$ cat src/rtl/uart_echo_buffered.sv
// UART receiver feeding a synchronous FIFO that a UART transmitter drains, echoing bytes in order.
// Optional even parity on both directions is enabled by defining UART_ECHO_PARITY_EN.
module uart_echo_buffered #(
   parameter int clock_frequency = 12000000,
   parameter int baud_rate       = 9600,
   parameter int data_bits       = 8,
   parameter int stop_bits       = 1,
   parameter int fifo_depth      = 16
) (
   input  logic                        clk,
   input  logic                        rst,
   input  logic                        rx,
   output logic                        tx,
   output logic [$clog2(fifo_depth):0] fifo_level,
   output logic                        overflow,
   output logic                        frame_error,
   output logic                        parity_error,
   input  logic                        clear_errors
);
   localparam int div_raw = (clock_frequency + baud_rate / 2) / baud_rate;
   localparam int div     = (div_raw < 8) ? 8 : div_raw;
   localparam int cnt_w   = $clog2(stop_bits * div);
   localparam int idx_w   = $clog2(data_bits);
   localparam int addr_w  = $clog2(fifo_depth);

   typedef enum logic [2:0] {RX_IDLE, RX_START, RX_DATA, RX_PARITY, RX_STOP} rx_state_t;
   typedef enum logic [2:0] {TX_IDLE, TX_START, TX_DATA, TX_PARITY, TX_STOP} tx_state_t;

   logic                  rx_meta, rxs, rxs_prev;
   rx_state_t             rx_state, rx_state_n;
   logic [cnt_w-1:0]      rx_cnt, rx_cnt_n;
   logic [idx_w-1:0]      rx_idx, rx_idx_n;
   logic [data_bits-1:0]  rx_shift, rx_shift_n;
   logic                  rx_tick, push_req, ferr_set;
   tx_state_t             tx_state, tx_state_n;
   logic [cnt_w-1:0]      tx_cnt, tx_cnt_n;
   logic [idx_w-1:0]      tx_idx, tx_idx_n;
   logic [data_bits-1:0]  tx_shift, tx_shift_n;
   logic                  tx_tick, tx_bit, pop;
   logic [data_bits-1:0]  mem [fifo_depth];
   logic [addr_w-1:0]     wr_ptr, rd_ptr;
   logic [addr_w:0]       count;
   logic                  full, empty, push, ovf_set;
`ifdef UART_ECHO_PARITY_EN
   logic                  rx_par_bad, rx_par_bad_n, perr_set, tx_par;
`endif

   always_ff @(posedge clk or posedge rst) begin
      if (rst) begin
         rx_meta  <= 1'b1;
         rxs      <= 1'b1;
         rxs_prev <= 1'b1;
      end else begin
         rx_meta  <= rx;
         rxs      <= rx_meta;
         rxs_prev <= rxs;
      end
   end

   always_comb begin
      rx_state_n = rx_state;
      rx_cnt_n   = rx_cnt;
      rx_idx_n   = rx_idx;
      rx_shift_n = rx_shift;
      push_req   = 1'b0;
      ferr_set   = 1'b0;
`ifdef UART_ECHO_PARITY_EN
      rx_par_bad_n = rx_par_bad;
      perr_set     = 1'b0;
`endif
      rx_tick = (rx_cnt == '0);
      if (rx_state != RX_IDLE && !rx_tick) rx_cnt_n = rx_cnt - cnt_w'(1);
      case (rx_state)
         RX_IDLE: if (rxs_prev && !rxs) begin
            rx_state_n = RX_START;
            rx_cnt_n   = cnt_w'(div / 2 - 1);
         end
         RX_START: if (rx_tick) begin
            if (rxs) rx_state_n = RX_IDLE;
            else begin
               rx_state_n = RX_DATA;
               rx_cnt_n   = cnt_w'(div - 1);
               rx_idx_n   = '0;
            end
         end
         RX_DATA: if (rx_tick) begin
            rx_shift_n = {rxs, rx_shift[data_bits-1:1]};
            rx_cnt_n   = cnt_w'(div - 1);
            if (rx_idx == idx_w'(data_bits - 1)) begin
`ifdef UART_ECHO_PARITY_EN
               rx_state_n = RX_PARITY;
`else
               rx_state_n = RX_STOP;
`endif
            end else rx_idx_n = rx_idx + idx_w'(1);
         end
`ifdef UART_ECHO_PARITY_EN
         RX_PARITY: if (rx_tick) begin
            rx_par_bad_n = (^rx_shift) ^ rxs;
            rx_cnt_n     = cnt_w'(div - 1);
            rx_state_n   = RX_STOP;
         end
`endif
         RX_STOP: if (rx_tick) begin
            rx_state_n = RX_IDLE;
            ferr_set   = !rxs;
`ifdef UART_ECHO_PARITY_EN
            perr_set = rx_par_bad;
            push_req = rxs && !rx_par_bad;
`else
            push_req = rxs;
`endif
         end
         default: rx_state_n = RX_IDLE;
      endcase
   end

   always_ff @(posedge clk or posedge rst) begin
      if (rst) begin
         rx_state <= RX_IDLE;
         rx_cnt   <= '0;
         rx_idx   <= '0;
`ifdef UART_ECHO_PARITY_EN
         rx_par_bad <= 1'b0;
`endif
      end else begin
         rx_state <= rx_state_n;
         rx_cnt   <= rx_cnt_n;
         rx_idx   <= rx_idx_n;
`ifdef UART_ECHO_PARITY_EN
         rx_par_bad <= rx_par_bad_n;
`endif
      end
   end

   always_ff @(posedge clk) rx_shift <= rx_shift_n;

   // A full FIFO still accepts a push when the transmitter pops in the same cycle.
   assign full    = (count == (addr_w + 1)'(fifo_depth));
   assign empty   = (count == '0);
   assign push    = push_req && (!full || pop);
   assign ovf_set = push_req && full && !pop;
   assign fifo_level = count;

   always_ff @(posedge clk) if (push) mem[wr_ptr] <= rx_shift;

   always_ff @(posedge clk or posedge rst) begin
      if (rst) begin
         wr_ptr <= '0;
         rd_ptr <= '0;
         count  <= '0;
      end else begin
         if (push) wr_ptr <= wr_ptr + addr_w'(1);
         if (pop)  rd_ptr <= rd_ptr + addr_w'(1);
         if (push && !pop)      count <= count + (addr_w + 1)'(1);
         else if (pop && !push) count <= count - (addr_w + 1)'(1);
      end
   end

   always_comb begin
      tx_state_n = tx_state;
      tx_cnt_n   = tx_cnt;
      tx_idx_n   = tx_idx;
      tx_shift_n = tx_shift;
      pop        = 1'b0;
      tx_bit     = 1'b1;
      tx_tick    = (tx_cnt == '0);
      if (tx_state != TX_IDLE && !tx_tick) tx_cnt_n = tx_cnt - cnt_w'(1);
      case (tx_state)
         TX_IDLE: if (!empty) begin
            pop        = 1'b1;
            tx_shift_n = mem[rd_ptr];
            tx_cnt_n   = cnt_w'(div - 1);
            tx_state_n = TX_START;
         end
         TX_START: begin
            tx_bit = 1'b0;
            if (tx_tick) begin
               tx_state_n = TX_DATA;
               tx_cnt_n   = cnt_w'(div - 1);
               tx_idx_n   = '0;
            end
         end
         TX_DATA: begin
            tx_bit = tx_shift[0];
            if (tx_tick) begin
               tx_shift_n = tx_shift >> 1;
               tx_cnt_n   = cnt_w'(div - 1);
               if (tx_idx == idx_w'(data_bits - 1)) begin
`ifdef UART_ECHO_PARITY_EN
                  tx_state_n = TX_PARITY;
`else
                  tx_state_n = TX_STOP;
                  tx_cnt_n   = cnt_w'(stop_bits * div - 1);
`endif
               end else tx_idx_n = tx_idx + idx_w'(1);
            end
         end
`ifdef UART_ECHO_PARITY_EN
         TX_PARITY: begin
            tx_bit = tx_par;
            if (tx_tick) begin
               tx_state_n = TX_STOP;
               tx_cnt_n   = cnt_w'(stop_bits * div - 1);
            end
         end
`endif
         TX_STOP: if (tx_tick) tx_state_n = TX_IDLE;
         default: tx_state_n = TX_IDLE;
      endcase
   end

   // tx is registered, so the line follows the TX state one clock later.
   always_ff @(posedge clk or posedge rst) begin
      if (rst) begin
         tx_state <= TX_IDLE;
         tx_cnt   <= '0;
         tx_idx   <= '0;
         tx       <= 1'b1;
      end else begin
         tx_state <= tx_state_n;
         tx_cnt   <= tx_cnt_n;
         tx_idx   <= tx_idx_n;
         tx       <= tx_bit;
      end
   end

   always_ff @(posedge clk) begin
      tx_shift <= tx_shift_n;
`ifdef UART_ECHO_PARITY_EN
      if (pop) tx_par <= ^mem[rd_ptr];
`endif
   end

   always_ff @(posedge clk or posedge rst) begin
      if (rst) begin
         overflow    <= 1'b0;
         frame_error <= 1'b0;
      end else begin
         overflow    <= ovf_set  | (overflow & ~clear_errors);
         frame_error <= ferr_set | (frame_error & ~clear_errors);
      end
   end

`ifdef UART_ECHO_PARITY_EN
   always_ff @(posedge clk or posedge rst) begin
      if (rst) parity_error <= 1'b0;
      else     parity_error <= perr_set | (parity_error & ~clear_errors);
   end
`else
   assign parity_error = 1'b0;
`endif
endmodule
$ cat config.mk
export PLATFORM = sky130hd
export DESIGN_NAME = uart_echo_buffered
export DESIGN_NICKNAME = d
export VERILOG_FILES = /design/src/rtl/uart_echo_buffered.sv
export SDC_FILE = /design/constraint.sdc
export NUM_CORES = 1
export LEC_CHECK = 0
export BUFFER_PORTS_ARGS = -buffer_cell sky130_fd_sc_hd__buf_2
export CORE_MARGIN = 10
export CORE_UTILIZATION = 35
export CTS_CLUSTER_DIAMETER = 60
export DETAILED_ROUTE_END_ITERATION = 7
export SYNTH_ARGS = -nofsm -noshare
export SYNTH_HDL_FRONTEND = slang
export SYNTH_SLANG_ARGS = --single-unit
$ cat constraint.sdc
create_clock -name clk -period 4.65 [get_ports clk]
set_clock_uncertainty 0.15 [all_clocks]
set_input_delay 0.465 -clock clk [delete_from_list [all_inputs] [get_ports clk]]
set_output_delay 0.465 -clock clk [all_outputs]
set_load 0.01 [all_outputs]
# --- Yosys cells after proc, flatten, opt, wreduce, memory -nomap -nowiden ---
# Memory sizes are Yosys's and may differ from the RTL's.
# Cells that the tools add are included.
word_totals:
  regBits: 69
  latch_bits: 0
  ram_bits: 128
  rom_bits: 0
  inputBits: 4
  output_inout_bits: 9
  elab_cells: 131
  memories: 1
classes:
  add_sub_neg: 8
  mul: 0
  div: 0
  n_lt_le_gt_ge: 0
  n_eq_ne: 22
  shift: 0
  n_mux: 45
  bitwise_logic: 5
  n_reduce_logical: 33
mem_list:
  columns: ["memory", "words", "width", "rd", "rd_ports_with_merged_regs", "write_ports", "line", "text"]
  rows:
  - ["mem", 16, 8, 1, 0, 1, "40", "logic [data_bits-1:0] mem [fifo_depth];"]
ops:
  columns: ["operator", "count"]
  rows:
  - ["$mux 11", 8]
  - ["$mux 3", 16]
  - ["$pmux 11 s3", 1]
  - ["$ne 2x2->1 const B", 13]
  - ["$pmux 3 s4", 2]
  - ["$logic_not 11->1", 2]
  - ["$pmux 11 s2", 1]
  - ["$sub 11x1->11 const B", 2]
  - ["$mux 8", 2]
  - ["$pmux 8 s2", 1]
  - ["$reduce_and 5->1", 3]
  - ["$eq 3x3->1 const B", 4]
  - ["$pmux 3 s2", 2]
  - ["$mux 5", 2]
  - ["$add 4x1->4 const B", 2]
  - ["$logic_and 1x1->1", 8]
  - ["$mux 1", 8]
  - ["$reduce_bool 2->1", 4]
  - ["$add 3x1->3 const B", 2]
  - ["$eq 3x1->1 const B", 2]
  - ["$eq 3x2->1 const B", 2]
  - ["$logic_not 1->1", 6]
  - ["$logic_not 3->1", 2]
  - ["$reduce_bool 3->1", 2]
  - ["14 further kinds", 16]

# --- Depth between registers and ports, before layout ---
# Gate-level depths: netlist of the first run.
depth:
  word_depth: 9
  ltp_mapped: 16

# --- Worst setup path after synthesis of the first run ---
# OpenSTA, ideal clock, no wires.
synth_timing:
  path_type: "reg-to-reg"
  start: "reg rx_cnt[0]"
  end: "reg count[4] (netlist: fifo_level[4])"
  setup_time_ns: 0.081
  arrival_ns: 3.009
  required_time_ns: 4.419
  setup_slack_ns: 1.410
  path_stages_with_launch: 17
  n_path_buf: 3
  cell_sequence: "dfrtp_1 -> clkbuf_1 -> inv_1 -> ha_1 -> nor4b_2 -> and3_1 -> clkbuf_1 -> buf_4 -> nand2_2 -> inv_1 -> ha_1 -> inv_1 -> fa_1 -> a21o_1 -> a21oi_1 -> mux2i_1 -> xnor2_1"
synth_between:
  elab_chain_len: 7
synth_rtl:
  columns: ["item", "line", "text"]
  rows:
  - ["from (decl)", "31", "logic [cnt_w-1:0] rx_cnt, rx_cnt_n;"]
  - ["from (signal assigned)", "128", "rx_cnt <= rx_cnt_n;"]
  - ["$logic_not 11->1 (*)", "71", "rx_tick = (rx_cnt == '0);"]
  - ["$mux 1 (*)", "104", "RX_STOP: if (rx_tick) begin"]
  - ["$mux 1 (*)", "73", "case (rx_state)"]
  - ["$logic_and 1x1->1 (*)", "141", "assign push = push_req && (!full || pop);"]
  - ["net push", "43", "logic full, empty, push, ovf_set;"]
  - ["$logic_not 1->1", "156", "else if (pop && !push) count <= count - (addr_w + 1)'(1);"]
  - ["$logic_and 1x1->1", "156", null]
  - ["$reduce_bool 2->1 (no line)", null, null]
  - ["to (signal assigned)", "155", "if (push && !pop) count <= count + (addr_w + 1)'(1);"]
  - ["to (signal assigned)", "156", null]
  - ["to (decl)", "42", "logic [addr_w:0] count;"]
# The timed path passes the listed nets; every way through them passes the cells marked *.
# A chain may end at the register's enable or synchronous reset.

# --- Final worst setup path of the first run ---
layout_timing:
  start: "reg tx_state[1]"
  end: "reg count[4] (netlist: fifo_level[4])"
layout_between:
  elab_chain_len: 7
layout_rtl:
  columns: ["item", "line", "text"]
  rows:
  - ["from (decl)", "35", "tx_state_t tx_state, tx_state_n;"]
  - ["from (signal assigned)", "221", "tx_state <= tx_state_n;"]
  - ["$logic_not 3->1 (*)", "169", "case (tx_state)"]
  - ["$mux 1 (*)", "169", null]
  - ["$logic_or 1x1->1 (*)", "141", null]
  - ["$logic_and 1x1->1 (*)", "141", null]
  - ["net push", "43", null]
  - ["$logic_not 1->1", "156", null]
  - ["$logic_and 1x1->1", "156", null]
  - ["$reduce_bool 2->1 (no line)", null, null]
# Marked as above.

==> impl_metrics.py, run 1 <==
metrics = {
    "die": {
        "boundaryPins": 13,
        "rows": 57,
        "start_util": 0.353,
        "coreArea_um2": 24200,
        "fp.dieH_um": 176,
        "die_width_um": 176,
        "die-area_um2": 31100,
    },
    "worst_setup_path": {
        "endpoint_kind": "register",
        "path_max_fanout": 11,
        "critical-path-max-stage-delay_ps": 560,
        "crit_cells": 11,
        "critical_path.most_common_cell": "inv_1",
        "worst_setup_path_start_kind": "register",
        "path_buf_inv": 2,
        "reg2reg_slack_ps": 1220,
        "critical_path.top_delay_family": "compound AO/OA/AOI/OAI gates",
        "crit_path_top_delay_cell": "or3_1",
        "critical_path_class": "register to register",
        "arrival_ps": 3630,
        "critPathRequiredTime_ps": 4850,
        "crit_chain": "or3_1 -> a311oi_4 -> nand2_2 -> inv_1 -> ha_1 -> inv_1 -> fa_1 -> a21o_1 -> a21oi_1 -> mux2i_1 -> xnor2_1",
        "rr_worst_depth": 11,
    },
    "yosys": {
        "yosysWarnings": 0,
        "avgSynthCellArea_um2": 15.4,
        "yosysSeqAreaShare": 0.662,
        "syn_nets": 575,
        "yosys_register_bits": 197,
        "async_flop_share": 0.269,
        "synth_top_cell_by_area": "edfxtp_1",
        "synth_commonest_cells": "144 x edfxtp_1, 49 x dfrtp_1, 33 x mux4_2, 32 x nand2_1, 32 x nor2_1",
        "netlist.area_leader.share": 0.506,
        "synth-edff-count": 144,
        "synth-main-ff-cell": "edfxtp_1",
        "yosysMostFrequentCell": "edfxtp_1",
        "syn_inst": 554,
        "synth.area.top_cells": "edfxtp_1 51%, dfrtp_1 14%, mux4_2 8.7%",
        "ys_types": 67,
        "synth_area_um2": 8540,
    },
    "clocking": {
        "post_cts_buffers": 0,
        "cts_resized": 0,
        "htree_levels": 4,
        "cts_tree": "done",
        "cts_buffer_depth": 2,
        "clk_latency_ps": 440,
        "holdBufCountCts": 1,
        "clkTransAtPathRegs_ps": 70,
        "numClockSinks": 197,
        "clockRootBuffer": "clkbuf_16",
        "cts-buffers-inserted": 17,
    },
    "grt": {
        "track_usage": 0.111,
        "grt_max_degree": 54,
        "grt_pass1_vias": 4938,
        "overflow": 0,
        "antenna_found_initial": 0,
        "grt_pass1_wl_um": 26900,
    },
    "sta": {
        "hold_viol": 0,
        "period_share": 0.737,
        "maxSlewHeadroom": 0.230,
        "drv_slew": 0,
        "period_minus_slack_ps": 3430,
        "rsz0062_at_grt": "false",
        "tightest_slew_ps": 1140,
        "fmax_mhz": 292,
        "setup_viol": 0,
        "setup_tns_ps": 0,
    },
    "flow_run": {
        "maxCapViolCount": 0,
    },
    "worst_hold_path": {
        "hold_class": "primary input to register",
        "hold_depth": 2,
    },
    "pwr": {
        "leakage_nw": 3.30,
        "seqPwrFrac": 0.547,
        "p_int_mw": 2.75,
        "p_switching_mw": 0.849,
        "sw_frac_of_total": 0.236,
        "combPwrFrac": 0.048,
        "powerDensity_nw_per_um2": 378,
        "irDropWorstVdd_mv": 0.312,
        "clkPwrFrac": 0.404,
    },
    "final_layout": {
        "num-nets-final": 585,
        "fin_area_um2": 9520,
        "syn_to_final_growth_pct": 11.4,
        "drive_gt1_frac": 0.198,
        "final_util": 0.394,
        "diodes": 0,
    },
    "place": {
        "place.gp.congestion": 0.810,
        "detailed_place_hpwl_um": 10600,
        "io_buffers": 11,
        "dpl_cell_area_um2": 8930,
    },
    "status": {
        "outcome": "complete, no violations",
    },
    "detailed_routing": {
        "route.vias.total": 4684,
        "drt.antenna.violating_nets": 0,
        "drc_errors": 0,
        "initialDrtViolationCount": 348,
        "via_per_inst": 5.20,
        "drtPass1Iterations": 4,
        "wl_per_cell_um": 18.1,
        "wl_um": 16300,
    },
}
-- final timing paths --
kind,startpoint,end
worst max-delay path,tx_state[1],fifo_level[4]
worst min-delay path,clear_errors,frame_error
worst max register to register,tx_state[1],fifo_level[4]
worst min register to register,rx_meta,rxs
max in group asynchronous,rst,rd_ptr[2]
min in group asynchronous,rst,fifo_level[1]
-- layout by cell type, fill, tap and decap left out, types with 5 or more instances in the layout --
master | synthesis | final
ha_1 | 16 | 16
nand3_1 | 15 | 15
clkbuf_16 | 0 | 17
mux2_2 | 9 | 9
edfxtp_1 | 144 | 144
mux4_2 | 33 | 33
a21oi_1 | 19 | 19
or4_1 | 9 | 9
nor2_1 | 32 | 32
or3_1 | 7 | 7
inv_8 | 0 | 6
xnor2_1 | 10 | 10
buf_4 | 2 | 6
o31ai_1 | 8 | 8
nand2b_1 | 6 | 6
nand2_1 | 32 | 32
mux2i_1 | 12 | 12
dfrtp_1 | 49 | 47
nor3_1 | 10 | 10
a2bb2oi_1 | 5 | 5
o21ai_0 | 10 | 10
buf_2 | 10 | 11
inv_1 | 16 | 15
-- power groups by stage --
stage | sequential [mW] | combinational, mW | clock, mW
2_1_floorplan | 1.98 | 0.148 | 0
3_3_place_gp | 2.00 | 0.164 | 0
3_5_place_dp | 2.01 | 0.173 | 0
4_1_cts | 1.97 | 0.175 | 1.48
5_1_grt | 1.98 | 0.200 | 1.56
6_report | 1.97 | 0.174 | 1.45
-- sequential cells by signal, summed over array words and instances (netlist names), 3 cells and up --
register and count:
tx_shift 8, tx_cnt 11, rd_ptr 4, wr_ptr 4, mem 128, tx_state 3, rx_shift 8, tx_idx 3
fifo_level 5, rx_idx 3, rx_state 3, rx_cnt 11
-- metrics by stage --
step | power (mW) | std cells | hold WS (ps) | setup WS, ps
floorplan | 2.13 | 554 | 195 | 1410
global placement | 2.16 | 868 | 196 | 1370
detailed placement | 2.18 | 868 | 197 | 1260
CTS | 3.62 | 901 | 68.6 | 1230
global route | 3.74 | 901 | 80.4 | 997
finish | 3.60 | 901 | 88.3 | 1220
-- layout make-up --
class	instances	area [um2]
Clock inverter	15	155
Clock buffer	17	425
Multi-Input combinational cell	314	2710
Tap cell	324	405
Fill cell	2141	14700
Timing Repair Buffer	18	110
Inverter	16	60.1
Sequential cell	197	5660
-- worst reg2reg max path, delay by kind of cell (launching register included) --
family          cells  cell delay, ps
compound gates      3             840
fa+ha+maj           2             580
xor+xnor            1             150
flops               1             480
mux                 1             240
buf+inv             2             200
simple gates        2             710
-- cells by family (layout without fill, tap and decap cells) --
group,after synthesis,in the layout,synth area share
other,1,1,0.000439
AOI/OAI and AO/OA,77,77,0.0640
DFF,197,197,0.662
buffers and inverters,43,66,0.0212
and+or+nand+nor,151,151,0.0984
xor gates and xnor gates,13,13,0.0133
muxes,55,55,0.115
adders and majority gates,17,17,0.0258
-- routing by layer --
metal	vias up	share of wire	track usage
met2	94	0.50	0.186
met5	-	0	0
li1	2176	-	-
met1	2394	0.43	0.137
met4	0	0.017	0.0410
met3	20	0.053	0.0278
Note: power is estimated with default switching activity, not from simulation.
==> run 2, diff against run 1 <==
--- a/config.mk
+++ b/config.mk
@@ -5,6 +5,7 @@
 export SDC_FILE = /design/constraint.sdc
 export NUM_CORES = 1
 export LEC_CHECK = 0
+export ABC_AREA = 1
 export BUFFER_PORTS_ARGS = -buffer_cell sky130_fd_sc_hd__buf_2
 export CORE_MARGIN = 10
 export CORE_UTILIZATION = 35
==> constraint.sdc (replaced) <==
create_clock -name clk -period 3.3 [get_ports clk]
set_clock_uncertainty 0.15 [all_clocks]
set_input_delay 0.33 -clock clk [delete_from_list [all_inputs] [get_ports clk]]
set_output_delay 0.33 -clock clk [all_outputs]
set_load 0.01 [all_outputs]
==> impl_metrics.py, run 2 <==
metrics = {
    "status": {
        "outcome": "complete, no violations",
    },
    "grt": {
        "track_usage": 0.129,
        "grt_pass1_wl_um": 31900,
        "antenna_found_initial": 0,
        "overflow": 0,
        "grt_max_degree": 68,
        "grt_pass1_vias": 6062,
    },
    "yosys": {
        "async_flop_share": 0.269,
        "syn_nets": 880,
        "synth-edff-count": 144,
        "synth_commonest_cells": "246 x nand2_1, 144 x edfxtp_1, 111 x nand3_1, 86 x nor2_1, 52 x inv_1",
        "ys_types": 39,
        "netlist.area_leader.share": 0.493,
        "synth-main-ff-cell": "edfxtp_1",
        "yosys_register_bits": 197,
        "synth_area_um2": 8780,
        "yosysMostFrequentCell": "nand2_1",
        "yosysWarnings": 0,
        "synth.area.top_cells": "edfxtp_1 49%, dfrtp_1 14%, nand2_1 11%",
        "yosysSeqAreaShare": 0.644,
        "avgSynthCellArea_um2": 10.2,
        "synth_top_cell_by_area": "edfxtp_1",
        "syn_inst": 859,
    },
    "die": {
        "die_width_um": 178,
        "die-area_um2": 31800,
        "start_util": 0.358,
        "rows": 57,
        "fp.dieH_um": 178,
        "coreArea_um2": 24500,
        "boundaryPins": 13,
    },
    "detailed_routing": {
        "wl_um": 19700,
        "wl_per_cell_um": 16.1,
        "drtPass1Iterations": 6,
        "via_per_inst": 4.92,
        "drc_errors": 0,
        "initialDrtViolationCount": 497,
        "drt.antenna.violating_nets": 0,
        "route.vias.total": 6013,
    },
    "sta": {
        "rsz0062_at_grt": "false",
        "hold_viol": 0,
        "setup_viol": 0,
        "fmax_mhz": 331,
        "drv_slew": 0,
        "whs_ps": 15.3,
        "setup_tns_ps": 0,
        "period_minus_slack_ps": 3020,
        "tightest_slew_ps": 916,
        "maxSlewHeadroom": 0.389,
        "period_share": 0.914,
        "setup_ws_ps": 282,
    },
    "clocking": {
        "cts_buffer_depth": 2,
        "clockRootBuffer": "clkbuf_16",
        "cts_tree": "done",
        "clk_latency_ps": 440,
        "cts-buffers-inserted": 17,
        "htree_levels": 4,
        "clkTransAtPathRegs_ps": 70,
        "numClockSinks": 197,
        "post_cts_buffers": 0,
    },
    "final_layout": {
        "syn_to_final_growth_pct": 13.0,
        "final.fill_count": 2376,
        "diodes": 0,
        "drive_gt1_frac": 0.0969,
        "largestRegisters": "mem: 128 flops, rx_cnt: 11 flops, tx_cnt: 11 flops",
        "final_common_cell": "nand2_1",
        "final_cell_mix": "246 x nand2_1, 144 x edfxtp_1, 111 x nand3_1",
        "largest_reg_flops": 128,
        "regMostFlops": "mem",
        "num-nets-final": 906,
    },
    "place": {
        "io_buffers": 11,
        "post-place-ws_ps": 325,
        "place.gp.congestion": 0.862,
        "detailed_place_hpwl_um": 12700,
    },
    "worst_setup_path": {
        "arrival_ps": 3220,
        "critPathRequiredTime_ps": 3510,
        "critical_path_class": "register to register",
        "worst_setup_path_start_kind": "register",
        "path_max_fanout": 9,
        "endpoint_kind": "register",
    },
    "flow_run": {
        "maxCapViolCount": 0,
    },
    "worst_hold_path": {
        "hold_class": "primary input to register",
    },
    "pwr": {
        "powerDensity_nw_per_um2": 812,
        "leakage_nw": 3.89,
        "irDropWorstVdd_mv": 0.646,
    },
}
-- run 2: cell count changes after synthesis, moves of 12 or more --
| cell | before | now |
|---|---|---|
| nand3_1 | 15 | 111 |
| nor2_1 | 32 | 86 |
| xor2_1 | 3 | 17 |
| o21ai_0 | 10 | 33 |
| inv_1 | 16 | 52 |
| mux4_2 | 33 | 0 |
| nand2_1 | 32 | 246 |
| mux2i_1 | 12 | 0 |
-- run 2: logic make-up after synthesis --
logic type | Yosys count | synth area share
and+or+nand+nor | 474 | 0.233
DFF | 197 | 0.644
buffers and inverters | 86 | 0.0389
AOI/OAI and AO/OA | 66 | 0.0403
xor gates and xnor gates | 18 | 0.0180
adders and majority gates | 17 | 0.0251
other | 1 | 0.000427
-- run 2: repair_timing --
action,in CTS,in global routing
hold buffers,2,0
gates resized for setup,0,0
endpoints found under the hold margin,27,0
-- run 2: cell type report --
class                           instances  area (um2)  share of cell area
Sequential cell                       197        5660               0.570
Timing Repair Buffer                   35         253              0.0255
Multi-Input combinational cell        576        2780               0.280
Tap cell                              324         405              0.0409
Inverter                               58         218              0.0220
Clock inverter                         15         179              0.0180
Clock buffer                           17         425              0.0429
-- run 2: power breakdown --
part / switching [mW] / internal, mW
combinational: 1.83 / 0.889
clock: 0.939 / 1.20
sequential: 0.242 / 2.96
total: 3.02 / 5.04
-- run 2: final timing paths --
kind / start / to / slack [ps] / depth (start not counted)
max reg2reg: rx_cnt[0] / fifo_level[4] / 280 / 17
max: rx_cnt[0] / fifo_level[4] / 280 / 17
min: clear_errors / overflow / 20 / 4
max in group asynchronous: rst / rxs_prev / 1820 / 4
min in group asynchronous: rst / fifo_level[0] / 360 / 3
min reg2reg: rx_meta / rxs / 210 / 0
-- run 2: stage by stage --
stage                     instances  total power [mW]  instance area (um2)  utilization
after floorplan                 859              5.19                 8780            -
after global placement         1188              5.94                 9290        0.379
after detailed placement       1188              5.98                 9290        0.379
after CTS                      1222              8.11                 9920        0.404
after global routing           1222              8.64                 9920        0.404
final                          1222              8.06                 9920        0.404
-- run 2: critical path, stage by stage (launching register included) --
cell,delay [ps]
dfrtp_1,410
inv_1,170
ha_1,200
inv_1,40
nor2_1,100
nand3_2,100
nor2_4,110
nand3_2,130
nor2_8,190
ha_1,200
inv_1,100
fa_1,390
nand2_1,110
nand2_1,60
a21oi_1,180
xor2_1,170
nand2_1,60
o21ai_0,60
-- run 2: routing by layer --
metal  track usage  routed length (um)  vias up
li1              -                   -     2944
met2         0.209                9450      116
met3        0.0254                 787       27
met4        0.0410                 315        0
met1         0.171                9150     2926
met5             0                   0        -
